<file path="src/rtl/rader_frame_capture.sv">
// Radar frame capture: synchronizes the ADC sample clock, frames samples between
// rader_pulse strobes and queues them with sof/eof flags in a first-word-fall-through FIFO.
//
//  state     | meaning
//  ----------+-----------------------------------------------
//  S_IDLE    | capture disabled, strobes ignored
//  S_ARMED   | waiting for rader_pulse to start a frame
//  S_CAPTURE | writing one entry per sample strobe until eof
module rader_frame_capture #(
   parameter int DATA_W     = 12,
   parameter int FIFO_DEPTH = 16
) (
   input  logic              clk,
   input  logic              rst,
   input  logic              adc_clk_in,
   input  logic [DATA_W-1:0] adc_data,
   input  logic              rader_pulse,
   input  logic [9:0]        frame_len,
   input  logic              enable,
   output logic [DATA_W-1:0] out_data,
   output logic              out_sof,
   output logic              out_eof,
   output logic              out_valid,
   input  logic              out_ready,
   output logic              overflow,
   output logic              short_frame,
   output logic [15:0]       frame_count
);

   localparam int AW = $clog2(FIFO_DEPTH);
   localparam int EW = DATA_W + 2;

   typedef enum logic [1:0] {S_IDLE, S_ARMED, S_CAPTURE} state_t;

   state_t      state_q, state_d;
   logic [9:0]  len_q, len_d;
   logic [9:0]  cnt_q, cnt_d;
   logic [9:0]  eff_len;
   logic [15:0] fcnt_q, fcnt_d;
   logic        short_q, short_d;
   logic        ovf_q, ovf_d;
   logic        wr_req, wr_sof, wr_eof, last;

   logic        sync1_q, sync2_q, hist_q;
   logic [2:0]  prime_q;
   logic        strobe;

   logic [EW-1:0] mem [FIFO_DEPTH];
   logic [AW:0]   wr_ptr_q, rd_ptr_q;
   logic          full, empty, push, pop;
   logic [EW-1:0] head;

   // prime_q masks the strobe until the history flop holds a real input
   // sample, so leaving reset with adc_clk_in high is not seen as an edge.
   always_ff @(posedge clk or posedge rst) begin
      if (rst) begin
         sync1_q <= 1'b0;
         sync2_q <= 1'b0;
         hist_q  <= 1'b0;
         prime_q <= 3'b000;
      end else begin
         sync1_q <= adc_clk_in;
         sync2_q <= sync1_q;
         hist_q  <= sync2_q;
         prime_q <= {prime_q[1:0], 1'b1};
      end
   end

   assign strobe  = sync2_q & ~hist_q & prime_q[2];
   assign eff_len = (frame_len == 10'd0) ? 10'd1 : frame_len;
   assign last    = (cnt_q == len_q - 10'd1);

   always_comb begin
      state_d = state_q;
      len_d   = len_q;
      cnt_d   = cnt_q;
      fcnt_d  = fcnt_q;
      short_d = 1'b0;
      wr_req  = 1'b0;
      wr_sof  = 1'b0;
      wr_eof  = 1'b0;
      if (!enable) begin
         state_d = S_IDLE;
      end else begin
         case (state_q)
            S_IDLE: state_d = S_ARMED;
            S_ARMED: begin
               if (rader_pulse) begin
                  len_d   = eff_len;
                  cnt_d   = 10'd0;
                  state_d = S_CAPTURE;
               end
            end
            S_CAPTURE: begin
               if (strobe) begin
                  wr_req = 1'b1;
                  wr_sof = (cnt_q == 10'd0);
                  wr_eof = last;
                  cnt_d  = cnt_q + 10'd1;
                  if (last) begin
                     fcnt_d  = fcnt_q + 16'd1;
                     state_d = S_ARMED;
                  end
               end
               // Same-cycle strobe has already gone to the old frame above.
               if (rader_pulse) begin
                  short_d = ~(strobe & last);
                  len_d   = eff_len;
                  cnt_d   = 10'd0;
                  state_d = S_CAPTURE;
               end
            end
            default: state_d = S_IDLE;
         endcase
      end
   end

   assign full  = (wr_ptr_q[AW] != rd_ptr_q[AW]) && (wr_ptr_q[AW-1:0] == rd_ptr_q[AW-1:0]);
   assign empty = (wr_ptr_q == rd_ptr_q);
   assign push  = wr_req & ~full;
   assign pop   = ~empty & out_ready;

   always_comb begin
      ovf_d = ovf_q;
      if (!enable)
         ovf_d = 1'b0;
      else if (wr_req && full)
         ovf_d = 1'b1;
   end

   always_ff @(posedge clk or posedge rst) begin
      if (rst) begin
         state_q  <= S_IDLE;
         len_q    <= 10'd1;
         cnt_q    <= 10'd0;
         fcnt_q   <= 16'd0;
         short_q  <= 1'b0;
         ovf_q    <= 1'b0;
         wr_ptr_q <= '0;
         rd_ptr_q <= '0;
      end else begin
         state_q <= state_d;
         len_q   <= len_d;
         cnt_q   <= cnt_d;
         fcnt_q  <= fcnt_d;
         short_q <= short_d;
         ovf_q   <= ovf_d;
         if (push) wr_ptr_q <= wr_ptr_q + 1'b1;
         if (pop)  rd_ptr_q <= rd_ptr_q + 1'b1;
      end
   end

   always_ff @(posedge clk) begin
      if (push) mem[wr_ptr_q[AW-1:0]] <= {adc_data, wr_sof, wr_eof};
   end

   assign head        = mem[rd_ptr_q[AW-1:0]];
   assign out_valid   = ~empty;
   assign out_data    = out_valid ? head[EW-1:2] : '0;
   assign out_sof     = out_valid & head[1];
   assign out_eof     = out_valid & head[0];
   assign overflow    = ovf_q;
   assign short_frame = short_q;
   assign frame_count = fcnt_q;

endmodule

</file>
<file path="config.mk">
export PLATFORM = sky130hd
export DESIGN_NAME = rader_frame_capture
export DESIGN_NICKNAME = d
export VERILOG_FILES = /design/src/rtl/rader_frame_capture.sv
export SDC_FILE = /design/constraint.sdc
export NUM_CORES = 1
export LEC_CHECK = 0
export CAP_MARGIN = 20
export CORE_MARGIN = 5
export CORE_UTILIZATION = 54
export CTS_CLUSTER_SIZE = 40
export DETAILED_ROUTE_END_ITERATION = 8
export PLACE_DENSITY = 0.76
export RECOVER_POWER = 50
export SLEW_MARGIN = 20
export SYNTH_ARGS = -nofsm -noshare
export SYNTH_HDL_FRONTEND = slang
export SYNTH_SLANG_ARGS = --single-unit
</file>
<file path="constraint.sdc">
create_clock -name clk -period 3.17 [get_ports clk]
set_input_delay 0.4755 -clock clk [delete_from_list [all_inputs] [get_ports clk]]
set_output_delay 0.4755 -clock clk [all_outputs]
set_load 0.02 [all_outputs]
</file>
After elaboration in Yosys (flattened, before gate mapping) --
Memories as Yosys holds them, arrays and structs flattened. Cells that the tools add are included.
Storage, ports and cells: output and inout bits 33, bits in registers 56, logic and storage cells 80, input port bits 28, memories kept 1, bits in read-only memories 0, bits in latches 0, bits in writable memories 224
Cells by class: shifts and indexed selects 0, bitwise gates (word level) 11, equality and inequality tests 12, $mul 0, $add $sub $neg 5, muxes and demuxes 28, div/mod/pow operators 0, reductions and logical operators 11, magnitude comparators 0
Memories:
- mem | words 16, bits a word 14, rd ports 1, clocked after Yosys merged registers in 0, wr ports 1, line 48 | logic [EW-1:0] mem [FIFO_DEPTH];
Operators by type and width (count):
- two-way mux 10 bit | 4
- logical NOT 10 bit | 2
- case mux 10 bit (2 select lines) | 1
- adder 16 x 1 -> 16 bit, second input constant | 1
- two-way mux 1 bit | 16
- two-way mux 12 bit | 1
- adder 10 x 1 -> 10 bit, second input constant | 1
- adder 5 x 1 -> 5 bit, second input constant | 2
- == test 10 bit | 1
- two-way mux 2 bit | 5
- subtractor 10 x 1 -> 10 bit, second input constant | 1
- inequality test 4 bit, second input constant | 2
- AND reduction 4 bit | 2
- AND 1 bit | 7
- inequality test 3 bit, second input constant | 2
- case mux 2 bit (3 select lines) | 1
- AND reduction 3 bit | 2
- == test 5 bit | 1
- == test 4 bit | 1
- inverter 1 bit | 4
- == test 2 x 1 -> 1 bit, second input constant | 1
- == test 2 bit, second input constant | 1
- logical AND 1 bit | 2
- logical NOT 2 bit | 1
- other kinds (5) | 5

Longest topological paths before layout --
depth after elaboration 9, mapped depth 10

Worst setup path before layout --
Ideal clock, no wire load.
kind register to register, from register rd_ptr_q[0], to memory mem[3][0] (netlist name), enable pin, setup slack 0.207 ns, required time 2.767 ns, cell stages (with the launch flop) 9, data arrival time 2.561 ns, path through dfrtp_1 > clkbuf_1 > buf_2 > xnor2_1 > nand4_1 > nor2_1 > nor2_1 > nand2_1 > nor3_1
Between the ends: word-level cells in the longest chain between the ends 6
RTL lines:
- start, declared | line 49 | logic [AW:0] wr_ptr_q, rd_ptr_q;
- start signal, assigned | line 149 | if (pop) rd_ptr_q <= rd_ptr_q + 1'b1;
- == test 4 bit | line 118 | assign full = (wr_ptr_q[AW] != rd_ptr_q[AW]) && (wr_ptr_q[AW-1:0] == rd_ptr_q[AW-1:0]);
- logical AND 1 bit | line 118
- inverter 1 bit | line 120 | assign push = wr_req & ~full;
- AND 1 bit | line 120
- two-way mux 1 bit | line 154 | if (push) mem[wr_ptr_q[AW-1:0]] <= {adc_data, wr_sof, wr_eof};
- two-way mux 1 bit (not written as such) | line 154
- end, declared | line 48
No other way between the ends.

Worst setup path in the final report --
from register rd_ptr_q[0], to output port out_eof
Between the ends: word-level cells in the longest chain between the ends 3, elaborated cells on any way between the ends 4, those cells by class 1 x eq/ne; 2 x bitwise; 1 x memory
RTL lines:
- parallel branches: the longest is 2 deep, another holds memory (16 x 14 bit)
- AND 1 bit * | line 161 | assign out_eof = out_valid & head[0];
- end, declared | line 22 | output logic out_eof,
Every way passes the cells marked *.

==> metrics <==
outcome finished clean; layout cell share with drive strength beyond 1 26.5%; slew margin rel. 24.8%; DRC errors left 0; synth cell count leaders edfxtp_1, mux4_2, dfrtp_1; Worst Setup Start Kind register; CP cell instances buf_12 > mux4_2 > mux4_2 > nor2b_1 > clkdlybuf4s15_2; Setup crit end kind output pin; GRT Util Overall 20.0%; cts bufs inserted 28; slowest cell on the critical path mux4_2; Hold Slack 0.346 ns; die area 0.0243 mm²; Synth Register Bits 280; antenna violations before repair 0; crit-path max FO 23; n_diodes 0; asr flop ratio synth 20.0%; Tcrit/Tclk final 99.4%; Yosys Warn Count 0; Final Total Pwr 10,900 µW; Tmin final 3.15 ns; first-pass GRT wire length 37.1 mm; final setup margin 0.0189 ns; met3 GRT Util 2.80%; Sink Count 280; post-route ant nets 0; pwr/cell area 796 mW/mm²; DR iter-0 viols 492; height of the die 156 µm; post-synthesis sequential area ratio 70.8%; count leader, synth edfxtp_1; I/O Buffers 60; Netlist Area Pre-Place 0.0115 mm²; final hold vios 0; Post-synth EDFFs 224; Register-to-Register Path Depth 9; CTS Hold Buffers Added 0; largest net degree at the start of global routing 49; Crit path arrival time 2.68 ns; Static Leak 0.00490 µW; Filler cells 1,423; data required time of the worst path 2.69 ns; H-tree Lvls 1; RSZ-0062 raised after global routing true; maxcap violations 0; Worst Skew 0.0120 ns; Core Footprint 0.0210 mm²; First-pass DRT Iterations 5; Die X-Extent 156 µm; drt total wl 23.2 mm; WL/cell 22.9 µm; Starting Density 54.8%; num ports 61; R2R Path Start len_q[1]; post-synthesis cell type count 49; total grt overflow 0; top cells by area, synth edfxtp_1, mux4_2, dfrtp_1; CTS root buffer clkbuf_16; std cell rows 53; clock buffer depth 3; worst slack at placement 0.183 ns; met2 usage 33.0%; Final Net Count 759; Hold Path Depth 0; Syn-to-layout area delta 18.9%; number of global-route vias before repair 6,337; Avg Inst Size Synth 18.6 µm²; routability-driven placement congestion ratio 0.832; min-delay src sync1_q; vias per cell 5.78; Mapped Cells 616; met1 usage 28.6%; Worst Hold Class reg -> reg; CTS tree built; critical path class reg -> out; Slew @ Worst Pin 1.13 ns; Yosys top cell by area edfxtp_1; post-CTS setup buffers 0; worst skew pair latency 0.53 ns; R2R Path End frame_count[1]; GR peak layer met2; worst reg-to-reg setup slack 0.34 ns; Final HPWL DP 14.5 mm; count of final setup violators 0; Worst path most repeated cell mux4_2; Hold Path End sync2_q; Via Count 5,866; Top FF cell, synth edfxtp_1; share of the synthesized area in the top cell type 58.6%; Slew Limit Fails 0; Worst path max stage delay 0.53 ns; Worst IR Drop VDD 0.462 mV; Clock transition at path regs 0.06 ns; f_max 317 MHz; Post-Syn Nets 657
[how the worst max path moves through the flow]
stage	from	to	cells after the start
6_report	rd_ptr_q[0]	out_eof	5
5_1_grt	rd_ptr_q[0]	out_eof	5
4_1_cts	rd_ptr_q[0]	out_data[11]	5
3_5_place_dp	rd_ptr_q[0]	out_data[4]	5
3_3_place_gp	rd_ptr_q[0]	out_data[5]	5
2_1_floorplan	rd_ptr_q[0]	mem[3][0]	8
[registers in the layout, summed over array words and instances, names as in the netlist]
signal	count
rd_ptr_q	5
mem	224
frame_count	16
wr_ptr_q	5
short_frame	1
sync1_q	1
overflow	1
hist_q	1
cnt_q	10
len_q	10
sync2_q	1
state_q	2
prime_q	3
[cell type report]
type,count,area (µm²),area share [%]
Clock buffer,46,933,6.84
Clock inverter,6,61.3,0.449
Inverter,13,48.8,0.358
Multi-Input combinational cell,295,3210,23.5
Sequential cell,280,8140,59.6
Tap cell,275,344,2.52
Timing Repair Buffer,100,913,6.69
[logic make-up (layout without fill, tap and decap cells)]
kind of cell,count (synthesis),in the layout,share of synthesized area [%]
and+or+nand+nor,128,128,6.18
DFF,280,280,70.8
buffers and inverters,41,165,1.44
adders and majority gates,13,13,1.42
AOI/OAI and AO/OA,22,22,1.43
other,1,1,0.0327
xor gates and xnor gates,47,47,3.59
muxes,84,84,15.1
[timing repair]
| action | in CTS | in global routing |
|---|---|---|
| pin swaps | 0 | 0 |
| gates resized for setup | 39 | 14 |
| setup endpoints to repair | 15 | 14 |
| cloned | 0 | 0 |
[where the power goes]
group	internal, µW	total, µW	switching (µW)
Combinational	1600	3080	1480
Clock	2090	3410	1320
Sequential	4130	4370	243
Total	7830	10900	3040
[critical path, delay by kind of cell (launching register included)]
family                 cells  cell delay, ns
buffers and inverters      2            0.49
and+or+nand+nor            1            0.17
muxes                      2            1.00
DFF                        1            0.47
[cells in the final DEF (no fill, tap or decap), drive strengths merged, types with 3 or more instances in the layout]
master,instances
clkinv,3
clkdlybuf4s15,4
nand4,19
nand3,8
xnor2,35
mux4,70
and3,7
a21oi,6
buf,42
ha,13
dlygate4sd3,22
xor2,12
nand2b,3
clkbuf,54
nor2,32
nand2,18
nor4,5
mux2i,3
clkdlybuf4s50,23
mux2,11
nor3,9
dfrtp,55
edfxtp,224
o21ai,4
inv,15
nor2b,17
[stage by stage]
step                setup TNS, ns  utilization [%]  cells  instance area [µm²]
finish                          0             65.1   1015                13600
global route               -0.198             65.1   1015                13600
CTS                       -0.0519             65.4   1015                13700
detailed placement              0             60.5    963                12700
global placement                0             60.5    963                12700
floorplan                       0                -    616                11500
[metal layers]
| metal | wire length (µm) | vias up |
|---|---|---|
| met4 | 353 | 0 |
| met1 | 9480 | 3036 |
| li1 | - | 2624 |
| met2 | 12100 | 178 |
| met5 | 0 | - |
| met3 | 1290 | 28 |
No activity file was read; power rests on OpenSTA's default activity.
